<file path="src/rtl/control_unit_mc.sv">
// Multicycle control unit: fetches 16-bit instructions and sequences the
// DataPath control lines and a bounded-wait data-memory handshake.
module control_unit_mc #(
    parameter int PC_W      = 7,
    parameter int D_ADDR_W  = 8,
    parameter int RF_ADDR_W = 4,
    parameter int WAIT_MAX  = 15
) (
    input  logic                 Clk,
    input  logic                 Reset,
    input  logic [15:0]          I_Data,
    output logic [PC_W-1:0]      I_Addr,
    input  logic                 D_Ack,
    input  logic                 Z,
    output logic                 D_Req,
    output logic                 D_Wr,
    output logic [D_ADDR_W-1:0]  D_Addr,
    output logic                 RF_s,
    output logic                 RF_W_en,
    output logic [RF_ADDR_W-1:0] RF_W_Addr,
    output logic [RF_ADDR_W-1:0] RF_Ra_Addr,
    output logic [RF_ADDR_W-1:0] RF_Rb_Addr,
    output logic [2:0]           Alu_s0,
    output logic [3:0]           State,
    output logic [3:0]           NextState,
    output logic [15:0]          IR_Out,
    output logic [PC_W-1:0]      PC_Out,
    output logic                 Halted,
    output logic                 Fault
);

    localparam logic [3:0] S_INIT   = 4'd0;
    localparam logic [3:0] S_FETCH  = 4'd1;
    localparam logic [3:0] S_DECODE = 4'd2;
    localparam logic [3:0] S_NOOP   = 4'd3;
    localparam logic [3:0] S_LOAD_A = 4'd4;
    localparam logic [3:0] S_LOAD_B = 4'd5;
    localparam logic [3:0] S_STORE  = 4'd6;
    localparam logic [3:0] S_ADD    = 4'd7;
    localparam logic [3:0] S_SUB    = 4'd8;
    localparam logic [3:0] S_HALT   = 4'd9;
    localparam logic [3:0] S_JZ     = 4'd10;
    localparam logic [3:0] S_JMP    = 4'd11;
    localparam logic [3:0] S_FAULT  = 4'd12;

    localparam logic [7:0] WAIT_LAST = 8'(WAIT_MAX - 1);

    logic [3:0]      state_q;
    logic [3:0]      next_state;
    logic [PC_W-1:0] pc_q;
    logic [15:0]     ir_q;
    logic [7:0]      wait_q;
    logic [3:0]      opcode;
    logic [7:0]      ld_field;
    logic [7:0]      st_field;
    logic            waiting;

    assign opcode   = ir_q[15:12];
    assign ld_field = ir_q[11:4];
    assign st_field = ir_q[7:0];
    assign waiting  = (state_q == S_LOAD_A) || (state_q == S_STORE);

    always_comb begin
        next_state = S_INIT;
        case (state_q)
            S_INIT:   next_state = S_FETCH;
            S_FETCH:  next_state = S_DECODE;
            S_DECODE: begin
                case (opcode)
                    4'h1:    next_state = S_LOAD_A;
                    4'h2:    next_state = S_STORE;
                    4'h3:    next_state = S_ADD;
                    4'h4:    next_state = S_SUB;
                    4'h5:    next_state = S_HALT;
                    4'h6:    next_state = S_JZ;
                    4'h7:    next_state = S_JMP;
                    default: next_state = S_NOOP;
                endcase
            end
            S_NOOP, S_LOAD_B, S_ADD, S_SUB, S_JZ, S_JMP:
                next_state = S_FETCH;
            // an acknowledge in the last allowed cycle still wins over the timeout
            S_LOAD_A: begin
                if (D_Ack)                   next_state = S_LOAD_B;
                else if (wait_q >= WAIT_LAST) next_state = S_FAULT;
                else                         next_state = S_LOAD_A;
            end
            S_STORE: begin
                if (D_Ack)                   next_state = S_FETCH;
                else if (wait_q >= WAIT_LAST) next_state = S_FAULT;
                else                         next_state = S_STORE;
            end
            S_HALT:   next_state = S_HALT;
            S_FAULT:  next_state = S_FAULT;
            default:  next_state = S_INIT;
        endcase
    end

    always_ff @(posedge Clk or negedge Reset) begin
        if (!Reset) begin
            state_q <= S_INIT;
            pc_q    <= '0;
            ir_q    <= '0;
            wait_q  <= '0;
        end else begin
            state_q <= next_state;
            if (waiting && (next_state == state_q)) wait_q <= wait_q + 8'd1;
            else                                   wait_q <= '0;
            case (state_q)
                S_FETCH: begin
                    ir_q <= I_Data;
                    pc_q <= pc_q + PC_W'(1);
                end
                S_JZ:    if (Z) pc_q <= ir_q[PC_W-1:0];
                S_JMP:   pc_q <= ir_q[PC_W-1:0];
                default: ;
            endcase
        end
    end

    always_comb begin
        D_Req      = 1'b0;
        D_Wr       = 1'b0;
        D_Addr     = '0;
        RF_s       = 1'b0;
        RF_W_en    = 1'b0;
        RF_W_Addr  = '0;
        RF_Ra_Addr = '0;
        RF_Rb_Addr = '0;
        Alu_s0     = 3'b000;
        // register addresses follow IR from DECODE until the next FETCH
        if (state_q >= S_DECODE && state_q <= S_FAULT) begin
            RF_Ra_Addr = ir_q[11:8];
            RF_Rb_Addr = ir_q[7:4];
        end
        case (state_q)
            S_LOAD_A: begin
                D_Req  = 1'b1;
                D_Addr = ld_field[D_ADDR_W-1:0];
            end
            S_STORE: begin
                D_Req  = 1'b1;
                D_Wr   = 1'b1;
                D_Addr = st_field[D_ADDR_W-1:0];
            end
            S_LOAD_B: begin
                RF_s      = 1'b1;
                RF_W_en   = 1'b1;
                RF_W_Addr = ir_q[3:0];
            end
            S_ADD: begin
                RF_W_en   = 1'b1;
                RF_W_Addr = ir_q[3:0];
                Alu_s0    = 3'b001;
            end
            S_SUB: begin
                RF_W_en   = 1'b1;
                RF_W_Addr = ir_q[3:0];
                Alu_s0    = 3'b010;
            end
            default: ;
        endcase
    end

    assign I_Addr    = pc_q;
    assign PC_Out    = pc_q;
    assign IR_Out    = ir_q;
    assign State     = state_q;
    assign NextState = next_state;
    assign Halted    = (state_q == S_HALT);
    assign Fault     = (state_q == S_FAULT);

endmodule
</file>
<file path="config.mk">
export PLATFORM = sky130hd
export DESIGN_NAME = control_unit_mc
export DESIGN_NICKNAME = d
export VERILOG_FILES = /design/src/rtl/control_unit_mc.sv
export SDC_FILE = /design/constraint.sdc
export NUM_CORES = 1
export LEC_CHECK = 0
export CORE_MARGIN = 5
export CORE_UTILIZATION = 38
export DETAILED_ROUTE_END_ITERATION = 10
export PLACE_DENSITY = 0.76
export SKIP_LAST_GASP = 1
export SYNTH_ARGS = -nofsm -noshare
export SYNTH_HDL_FRONTEND = slang
export SYNTH_SLANG_ARGS = --single-unit
</file>
<file path="constraint.sdc">
create_clock -name Clk -period 1.8 [get_ports Clk]
set_clock_uncertainty 0.1 [all_clocks]
set_input_delay 0.36 -clock Clk [delete_from_list [all_inputs] [get_ports Clk]]
set_output_delay 0.36 -clock Clk [all_outputs]
set_load 0.005 [all_outputs]
</file>
== After elaboration in Yosys (flattened, before gate mapping) ==
Cells that the tools add are included.

* Add/subtract/negate cells: 2
* Order comparisons: 3
* Eq/ne operators: 21
* Muxes and demuxes: 18
* Reductions and logical operators: 9

{| class="wikitable"
|+ Operators by type and width
! cell !! count
|-
| 4-bit case mux with 7 select lines || 2
|-
| 4-bit by 3-bit == test with 1-bit output (second input constant) || 8
|-
| 4-bit 2-to-1 mux || 7
|-
| 7-bit case mux with 3 select lines || 1
|-
| 4-bit == test (second input constant) || 5
|-
| 4-bit by 2-bit == test with 1-bit output (second input constant) || 4
|-
| 8-bit case mux with 2 select lines || 1
|-
| 8-bit by 1-bit adder with 8-bit output (second input constant) || 1
|-
| 4-bit by 1-bit == test with 1-bit output (second input constant) || 2
|-
| 8-bit by 4-bit greater-or-equal comparator with 1-bit output (second input constant) || 1
|-
| 8-bit 2-to-1 mux || 1
|-
| 7-bit by 1-bit adder with 7-bit output (second input constant) || 1
|-
| 7-bit 2-to-1 mux || 1
|-
| 7-bit OR reduction || 1
|-
| 4-bit == test || 1
|-
| 4-bit by 2-bit greater-or-equal comparator with 1-bit output (second input constant) || 1
|-
| 4-bit <= comparator (second input constant) || 1
|-
| 4-bit logical NOT || 1
|-
| 1-bit 2-to-1 mux || 4
|-
| 2-bit case mux with 2 select lines || 1
|-
| 3-bit nonzero test || 1
|-
| 3-bit OR reduction || 1
|-
| 1-bit logical AND || 2
|-
| 2-bit inequality test (second input constant) || 1
|-
| 3 further kinds || 3
|}

* Bits in registers: 35
* Bits of input ports: 20
* Output and inout port bits: 67
* Logic and storage cells: 57

== Logic depth before layout (Yosys ltp) ==
Gate-level depths: netlist (run 1).

* Depth in word-level cells: 7
* Gate-level depth with buffers: 6
* Gate-level depth less buffers: 6

== Least setup slack after synthesis (run 1) ==
Ideal clock, no wire load.

* Path kind: register to register
* Start: reg state_q[3] (netlist: State[3])
* End: reg ir_q[10] (netlist: IR_Out[10])
* Library setup time: 0.125 ns
* Data arrival time: 1.644 ns
* Data required time: 1.575 ns
* Slack: -0.069 ns
* Cell stages (with the launch flop): 6
* Path buffers: 1
* Clock period less this slack: 1.869 ns
* Cells stage by stage: dfrtp_1 or3b_1 a21o_4 nor2_8 buf_12 mux2_4

* Cells in the longest elaborated chain, start to end: 1

{| class="wikitable"
|+ RTL lines
! element !! RTL line !! source
|-
| from (decl) || 48 || <nowiki>logic [3:0] state_q;</nowiki>
|-
| from (signal assigned) || 106 || <nowiki>state_q <= next_state;</nowiki>
|-
| 4-bit by 1-bit == test with 1-bit output || 109 || <nowiki>case (state_q)</nowiki>
|-
| to (signal assigned) || 111 || <nowiki>ir_q <= I_Data;</nowiki>
|-
| to (decl) || 51 || <nowiki>logic [15:0] ir_q;</nowiki>
|}

Every way passes these cells.
A chain may end at the register's enable or synchronous reset.

== Final worst setup path (run 1) ==
* Start: reg state_q[1] (netlist: State[1])
* End: reg ir_q[5] (netlist: IR_Out[5])

The elaborated chain is that of the path after synthesis.

==> flow_metrics.tcl, run 1 <==
set metrics [dict create \
    p_sw_mw 2.88 \
    dpl_cell_area_mm2 0.00315 \
    cp_data_arrival_time_ps 2420 \
    cp.required_ps 1870 \
    finalMaxSlewViolations 0 \
    core_mm2 0.00511 \
    num_vias 2224 \
    cp_max_fo 5 \
    postLayoutCellArea_mm2 0.00408 \
    tns_ps -22250 \
    overflow 0 \
    multi_input_area_mm2 0.00132 \
    htreeDepth 2 \
    start_kind "register" \
    fmax_mhz 426 \
    clock_latency_ps 290 \
    seq_power_share 0.202 \
    rows 26 \
    clockRootBuffer "clkbuf_8" \
    fillCellCount 300 \
    syn_area_mm2 0.00199 \
    grt.total_usage 0.223 \
    status "finished with violations" \
    drv_cap 0 \
    pre_cts_ws_ps -582 \
    area_growth_pct 105 \
    dieArea_mm2 0.00680 \
    leakagePower_nw 1.88 \
    power.density_mw_per_mm2 1940 \
    async_flop_share 1.00 \
    startpoint "State[1]" \
    ys.flop_type "dfrtp_1" \
    clockBufferDepth 2 \
    min_path_type "in2async" \
    cts_tree "built" \
    grt_max_degree 36 \
    p_int_mw 5.03 \
    p_clk_frac 0.081 \
    combPwrFrac 0.717 \
    cts_hold_buffers 0 \
    place.gp.congestion 0.828 \
    grt_pass1_vias 2279 \
    first_pass_iters 4 \
    ios 87 \
    violations "negative hold slack, negative setup slack" \
    fin_crit_ps 2350 \
    critPathKind "reg2reg" \
    dieHeight_um 82.4 \
    ys_types 40 \
    rsz0062_at_grt "yes" \
    portBuffers 85 \
    synth_edf_count 0 \
    drc 0 \
    synth_cells 197 \
    worstSetupEndpointType "register" \
    fin_ws_ps -547 \
    antennaDiodeCount 0 \
    ys_ff_latch 35 \
    drt_iter0_markers 103 \
    clk_pin_slew_worst_paths_ps 80 \
    final_nets 385 \
    vias_per_cell 5.14 \
    regArea_um2 885 \
    grt_pass1_wl_mm 11.4 \
    swShare 0.364 \
    vdd_drop_max_mv 1.11 \
    post-route-period-util 1.30 \
    grt_antenna_before_repair 0 \
    final_common_cell "buf_6" \
    holdWs_ps -9.70 \
    clock-sinks 35 \
    setup_violations 56 \
    cts_buffers 5 \
    drive_gt1_frac 0.565 \
    power.total_mw 7.91 \
    yosysWarnings 0 \
    drt-total-wl_mm 8.09 \
    start_util 0.390 \
    avgSynthCellArea_um2 10.1 \
    wl_per_cell_um 18.7 \
    dp_hpwl_mm 4.40 \
    reg2reg_from "State[1]" \
    hold_violations 2 \
    antenna_left 0 \
    die_w_um 82.4 \
    ys_seq_area_frac 0.439 \
    layout_common_cells "56 x buf_6, 48 x clkdlybuf4s50_1, 40 x buf_4" \
]
cells in the mapped netlist (2+ instances only):
library cell | n | area share
nor2_1 | 26 | 0.049
inv_1 | 3 | 0.0056
o21ai_0 | 11 | 0.028
nand3_1 | 7 | 0.018
mux2i_1 | 9 | 0.045
xor2_1 | 2 | 0.0088
o22a_1 | 4 | 0.018
nand3b_1 | 2 | 0.0075
mux2_4 | 10 | 0.075
nor3_1 | 5 | 0.013
nor4_1 | 2 | 0.0063
o211ai_1 | 2 | 0.0075
and2_1 | 13 | 0.041
nand2b_1 | 5 | 0.016
a21oi_1 | 8 | 0.020
clkbuf_1 | 6 | 0.011
and3_1 | 3 | 0.0094
dfrtp_1 | 35 | 0.44
nand2_1 | 7 | 0.013
ha_1 | 3 | 0.019
buf_4 | 8 | 0.030
mux2_2 | 6 | 0.034
nor3b_1 | 2 | 0.0075
a31oi_1 | 2 | 0.0063
through the flow:
step / utilization / instances / hold WS (ps)
5_1_grt: 0.799 / 433 / 39.8
3_5_place_dp: 0.618 / 379 / 323
2_1_floorplan: - / 200 / -35.6
6_report: 0.799 / 433 / -9.70
4_1_cts: 0.729 / 424 / 11.1
3_3_place_gp: 0.618 / 379 / 322
logic make-up after synthesis:
family                   count (synthesis)  synth area share
multiplexers                            25             0.154
AND/OR/NAND/NOR                         78             0.208
XOR/XNOR                                 3            0.0132
flip-flops                              35             0.439
buffers and inverters                   20            0.0615
other                                    1           0.00188
AO/OA/AOI/OAI                           32             0.103
adder cells (fa/ha/maj)                  3            0.0188
sequential cells by signal, indices dropped and copies added (netlist names):
name / flops
I_Addr: 7
IR_Out: 16
State: 4
wait_q: 8
critical path: stages, from the launching register on:
cell and delay, ps:
dfrtp_1 450, buf_6 160, buf_12 120, buf_6 110, or3b_1 390, a21o_4 250
nor2_8 160, clkbuf_16 180, mux2_4 310
layer usage:
layer	GRT usage	up-vias	routed length (um)
met5	0	-	0
met4	0.0947	0	154
met3	0.0412	16	416
met2	0.397	84	4420
met1	0.259	1117	3090
li1	-	1007	-
layout make-up:
| type | count | share of cell area |
|---|---|---|
| timing repair buffer | 172 | 0.411 |
| tap | 70 | 0.0215 |
| sequential | 35 | 0.217 |
| inverter | 3 | 0.00276 |
| clock buffer | 8 | 0.0245 |
| multi-input combinational | 145 | 0.324 |
worst paths after layout:
path	to	slack, ps	depth (start not counted)
worst max-delay path	IR_Out[5]	-550	8
worst min-delay path	State[1]	-10	2
worst max register to register	IR_Out[5]	-550	8
worst min register to register	wait_q[0]	450	2
max in group asynchronous	I_Addr[3]	1240	2
min in group Clk	wait_q[0]	450	2
repair_timing:
action | CTS | global route
cloned | 1 | 1
endpoints found under the setup margin | 59 | 66
gates resized for setup | 204 | 84
pin swaps | 20 | 19
setup buffers | 38 | 21
power by group through the flow:
stage	clock network (mW)	registers, mW	logic [mW]
after floorplan	0	1.45	1.82
after global placement	0	1.49	3.67
after detailed placement	0	1.51	3.73
after CTS	0.636	1.51	4.62
after global routing	0.691	1.65	6.00
final	0.640	1.60	5.67
Power figures use the tool's default switching activity.
==> run 2, diff against run 1 <==
--- a/config.mk
+++ b/config.mk
@@ -5,7 +5,6 @@
 export SDC_FILE = /design/constraint.sdc
 export NUM_CORES = 1
 export LEC_CHECK = 0
-export CORE_MARGIN = 5
 export CORE_UTILIZATION = 38
 export DETAILED_ROUTE_END_ITERATION = 10
 export PLACE_DENSITY = 0.76
==> run 2 against run 1 <==
Compared with the run above:
- setup slack improved by 150 ps
- fmax is 6.6% higher
- clock power is 10% lower
- critical path depth down 1
- count of clock-buffer cells in the layout down 2
- critical path type is now reg2out
- die area decreased by 18%
- utilization fell by 3.5 points
- flip-flop and latch count is the same
- the flow finishes with violations (negative setup slack)
- total power is 9.0% lower
- largest cell class unchanged
==> flow_metrics.tcl, run 2 (synthesis gave the netlist of run 1 again) <==
set metrics [dict create \
    violations "negative setup slack" \
    die_w_um 74.4 \
    multi_input_area_mm2 0.00126 \
    holdWs_ps 448 \
    hold_violations 0 \
    cp_max_fo 2 \
    grt_pass1_wl_mm 10.5 \
    crit_chain "inv_1 > ha_2 > o211ai_1 > buf_4 > nand3_2 > o2bb2ai_4 > buf_2" \
    clockBufferDepth 2 \
    final_nets 378 \
    drt-total-wl_mm 7.55 \
    vias_per_cell 5.16 \
    grt.total_usage 0.258 \
    final_common_cell "clkdlybuf4s50_1" \
    start_kind "register" \
    critPathKind "reg2out" \
    clock-sinks 35 \
    clk_pin_slew_worst_paths_ps 70 \
    fmax_mhz 454 \
    grt_max_degree 20 \
    rows 26 \
    drv_cap 0 \
    grt_antenna_before_repair 0 \
    dieHeight_um 74.4 \
    setup_violations 60 \
    place.gp.congestion 0.916 \
    rsz0062_at_grt "yes" \
    fillCellCount 316 \
    clock_latency_ps 280 \
    drt_iter0_markers 163 \
    dpl_cell_area_mm2 0.00317 \
    layout_common_cells "47 x clkdlybuf4s50_1, 42 x buf_6, 42 x buf_4" \
    slowest_stage "dfrtp_1" \
    fin_ws_ps -402 \
    antenna_left 0 \
    start_util 0.393 \
    cp_data_arrival_time_ps 1740 \
    drc 0 \
    htreeDepth 2 \
    vdd_drop_max_mv 1.21 \
    status "finished with violations" \
    power.density_mw_per_mm2 1860 \
    area_growth_pct 94.5 \
    finalMaxSlewViolations 0 \
    portBuffers 85 \
    post-route-period-util 1.22 \
    grt_pass1_vias 2054 \
    overflow 0 \
    cp.required_ps 1340 \
    pre_cts_ws_ps -611 \
    power.total_mw 7.20 \
    cts_tree "built" \
    dp_hpwl_mm 4.07 \
    first_pass_iters 4 \
    min_path_type "in2async" \
    largest_reg_flops 16 \
    fin_crit_ps 2200 \
    postLayoutCellArea_mm2 0.00388 \
    worstSetupEndpointType "output port" \
    cts_buffers 5 \
    drive_gt1_frac 0.530 \
    dieArea_mm2 0.00554 \
    core_mm2 0.00507 \
    leakagePower_nw 1.81 \
    num_vias 2191 \
    regArea_um2 886 \
    ios 87 \
    wl_per_cell_um 17.8 \
    antennaDiodeCount 0 \
    max_stage_delay_ps 390 \
    clockRootBuffer "clkbuf_8" \
]
==> run 2: where the power goes <==
part,internal [mW],total [mW],switching [mW]
sequential,1.12,1.56,0.440
clock,0.300,0.573,0.273
combinational,3.09,5.06,1.97
total,4.51,7.20,2.68
==> run 2: cell type report <==
type	instances	area share
clock inverters	1	0.00129
inverters	3	0.00290
repair buffers	165	0.397
clock buffers	6	0.0213
well taps	70	0.0226
flip-flops and latches	35	0.228
multi-input cells	145	0.326
==> run 2: path summary, 6_finish.rpt <==
check,cells past startpoint,to,slack (ps),start
worst max-delay path,7,NextState[1],-400,wait_q[0]
worst min-delay path,2,IR_Out[14],450,Reset
worst max register to register,7,IR_Out[3],-330,State[0]
worst min register to register,1,I_Addr[5],450,I_Addr[5]
max in group asynchronous,3,IR_Out[3],700,Reset
min in group Clk,1,I_Addr[5],450,I_Addr[5]
==> run 2: worst max-delay path: cells and delay by family (launching register included) <==
kind | cells | cell delay, ps
adder cells (fa/ha/maj) | 1 | 190
buffers and inverters | 3 | 380
AND/OR/NAND/NOR | 1 | 120
flip-flops | 1 | 390
AO/OA/AOI/OAI | 2 | 390
==> run 2: repair_timing <==
item,4_1_cts,5_1_grt
endpoints found under the hold margin,16,0
gates cloned,2,0
setup endpoints to repair,59,63
hold buffers,1,0
setup buffers,31,13
resized for setup,189,62
pin swaps,28,13
==> run 2: routing by layer <==
| layer | GRT usage | share of wire | vias up |
|---|---|---|---|
| met1 | 0.319 | 0.40 | 1073 |
| met2 | 0.440 | 0.52 | 98 |
| li1 | - | - | 994 |
| met4 | 0.111 | 0.034 | 0 |
| met3 | 0.0474 | 0.046 | 26 |
| met5 | 0 | 0 | - |
==> run 2: per-stage QoR <==
stage | std cells | TNS [ps] | util
after floorplan | 200 | -119 | -
after global placement | 379 | -13890 | 0.624
after detailed placement | 379 | -15000 | 0.624
after CTS | 417 | -11440 | 0.711
after global routing | 425 | -17070 | 0.764
final | 425 | -14580 | 0.764
==> run 3, diff against run 2 <==
--- a/config.mk
+++ b/config.mk
@@ -5,9 +5,12 @@
 export SDC_FILE = /design/constraint.sdc
 export NUM_CORES = 1
 export LEC_CHECK = 0
-export CORE_UTILIZATION = 38
+export CELL_PAD_IN_SITES_DETAIL_PLACEMENT = 2
+export CELL_PAD_IN_SITES_GLOBAL_PLACEMENT = 2
+export CORE_MARGIN = 1
+export CORE_UTILIZATION = 22
 export DETAILED_ROUTE_END_ITERATION = 10
-export PLACE_DENSITY = 0.76
+export PLACE_DENSITY_LB_ADDON = 0.1
 export SKIP_LAST_GASP = 1
 export SYNTH_ARGS = -nofsm -noshare
 export SYNTH_HDL_FRONTEND = slang
==> run 3 against run 2 <==
Compared with the run above:
- the flow still finishes with violations (negative setup slack)
- clock power up 8.7%
- die area up 71%
- critical path depth up 1
- flip-flop and latch count unchanged
- via count down 0.23%
- count of clock-buffer cells in the layout unchanged
- combinational power up 22%
- fmax up 0.80%
==> flow_metrics.tcl, run 3 (synthesis gave the netlist of run 1 again) <==
set metrics [dict create \
    finalMaxSlewViolations 0 \
    holdWs_ps 419 \
    violations "negative setup slack" \
    pre_cts_ws_ps -635 \
    drt_iter0_markers 48 \
    fin_cells 477 \
    place.gp.congestion 0.780 \
    die_w_um 97.2 \
    power.density_mw_per_mm2 2000 \
    start_kind "register" \
    grt_pass1_vias 2418 \
    tns_ps -15820 \
    cp.required_ps 1340 \
    worstSetupEndpointType "output port" \
    clockRootBuffer "clkbuf_8" \
    clock_latency_ps 300 \
    status "finished with violations" \
    vdd_drop_max_mv 0.819 \
    rows 34 \
    cts_tree "built" \
    drv_cap 0 \
    fin_crit_ps 2180 \
    grt.total_usage 0.188 \
    hold_violations 0 \
    postLayoutCellArea_mm2 0.00418 \
    htreeDepth 2 \
    dp_cells 423 \
    setup_violations 56 \
    fmax_mhz 458 \
    fin_ws_ps -384 \
    antennaDiodeCount 0 \
    area_growth_pct 110 \
    ios 87 \
    fin_util 0.477 \
    portBuffers 85 \
    rsz0062_at_grt "yes" \
    core_mm2 0.00876 \
    clk_pin_slew_worst_paths_ps 80 \
    clock-sinks 35 \
    start_util 0.228 \
    dieArea_mm2 0.00945 \
    critPathKind "reg2out" \
    first_pass_iters 4 \
    drive_gt1_frac 0.604 \
    cp_max_fo 6 \
    final_common_cell "buf_6" \
    min_path_type "in2async" \
    largest_reg_flops 16 \
    final_nets 392 \
    leakagePower_nw 1.94 \
    overflow 0 \
    layout_common_cells "57 x buf_6, 46 x clkdlybuf4s50_1, 44 x buf_4" \
    cts_buffers 5 \
    wl_per_cell_um 21.1 \
    power.total_mw 8.37 \
    grt_max_degree 22 \
    drt-total-wl_mm 10.1 \
    clockBufferDepth 2 \
    grt_antenna_before_repair 0 \
    antenna_left 0 \
    dieHeight_um 97.2 \
    post-route-period-util 1.21 \
    cp_data_arrival_time_ps 1720 \
    dp_hpwl_mm 5.41 \
    dpl_cell_area_mm2 0.00327 \
    drc 0 \
    vias_per_cell 4.58 \
    ff2ff_path_depth 7 \
    grt_pass1_wl_mm 13.8 \
    num_vias 2186 \
]
## run 3: cell count changes in the layout (fill, tap and decap cells not counted), moves of 5 or more
cell and change:
nor2_4 -6, nor2_1 +5, and2_4 +6, buf_2 -5, buf_6 +15, mux2_4 +6
and2_1 -6, mux2_2 -6
## run 3: cell type report
type	count	area [um2]
Fill cell	920	4580
Timing Repair Buffer	179	1750
Multi-Input combinational cell	145	1310
Sequential cell	35	890
Tap cell	108	135
Clock buffer	6	82.6
Inverter	3	11.3
Clock inverter	1	5.00
## run 3: final timing paths
path	from	to	slack [ps]
hold / removal	Reset	I_Addr[1]	420
setup / recovery	State[3]	RF_Rb_Addr[1]	-380
hold reg to reg	wait_q[0]	wait_q[0]	440
min in group Clk	wait_q[0]	wait_q[0]	440
max in group asynchronous	Reset	IR_Out[6]	690
setup reg to reg	State[3]	IR_Out[5]	-340
## run 3: critical path: stages (launching register included)
cell and delay, ps:
dfrtp_2 430, buf_8 150, nor2_4 150, buf_6 120
a21oi_2 50, buf_6 130, buf_6 130, and2_4 160
buf_6 110
## run 3: power breakdown
group          internal (mW)  total (mW)  switching, mW  leakage [nW]
Clock                  0.301       0.623          0.322        0.0470
Combinational           3.80        6.18           2.38          1.48
Sequential              1.13        1.57          0.441         0.413
Total                   5.23        8.37           3.14          1.94
## run 3: what timing repair did
action                                  in CTS  in global routing
setup buffers                               33                 21
pin swaps                                   32                 21
endpoints found under the setup margin      59                 71
endpoints found under the hold margin       14                  0
hold buffers                                 1                  0
gates resized for setup                    251                 58
cloned                                       3                  0
## run 3: metal layers
metal / up-vias / wire length (um) / global-route usage
li1: 1012 / - / -
met1: 1104 / 4320 / 0.226
met2: 59 / 5130 / 0.332
met3: 11 / 476 / 0.0496
met4: 0 / 125 / 0.0486
met5: - / 0 / 0
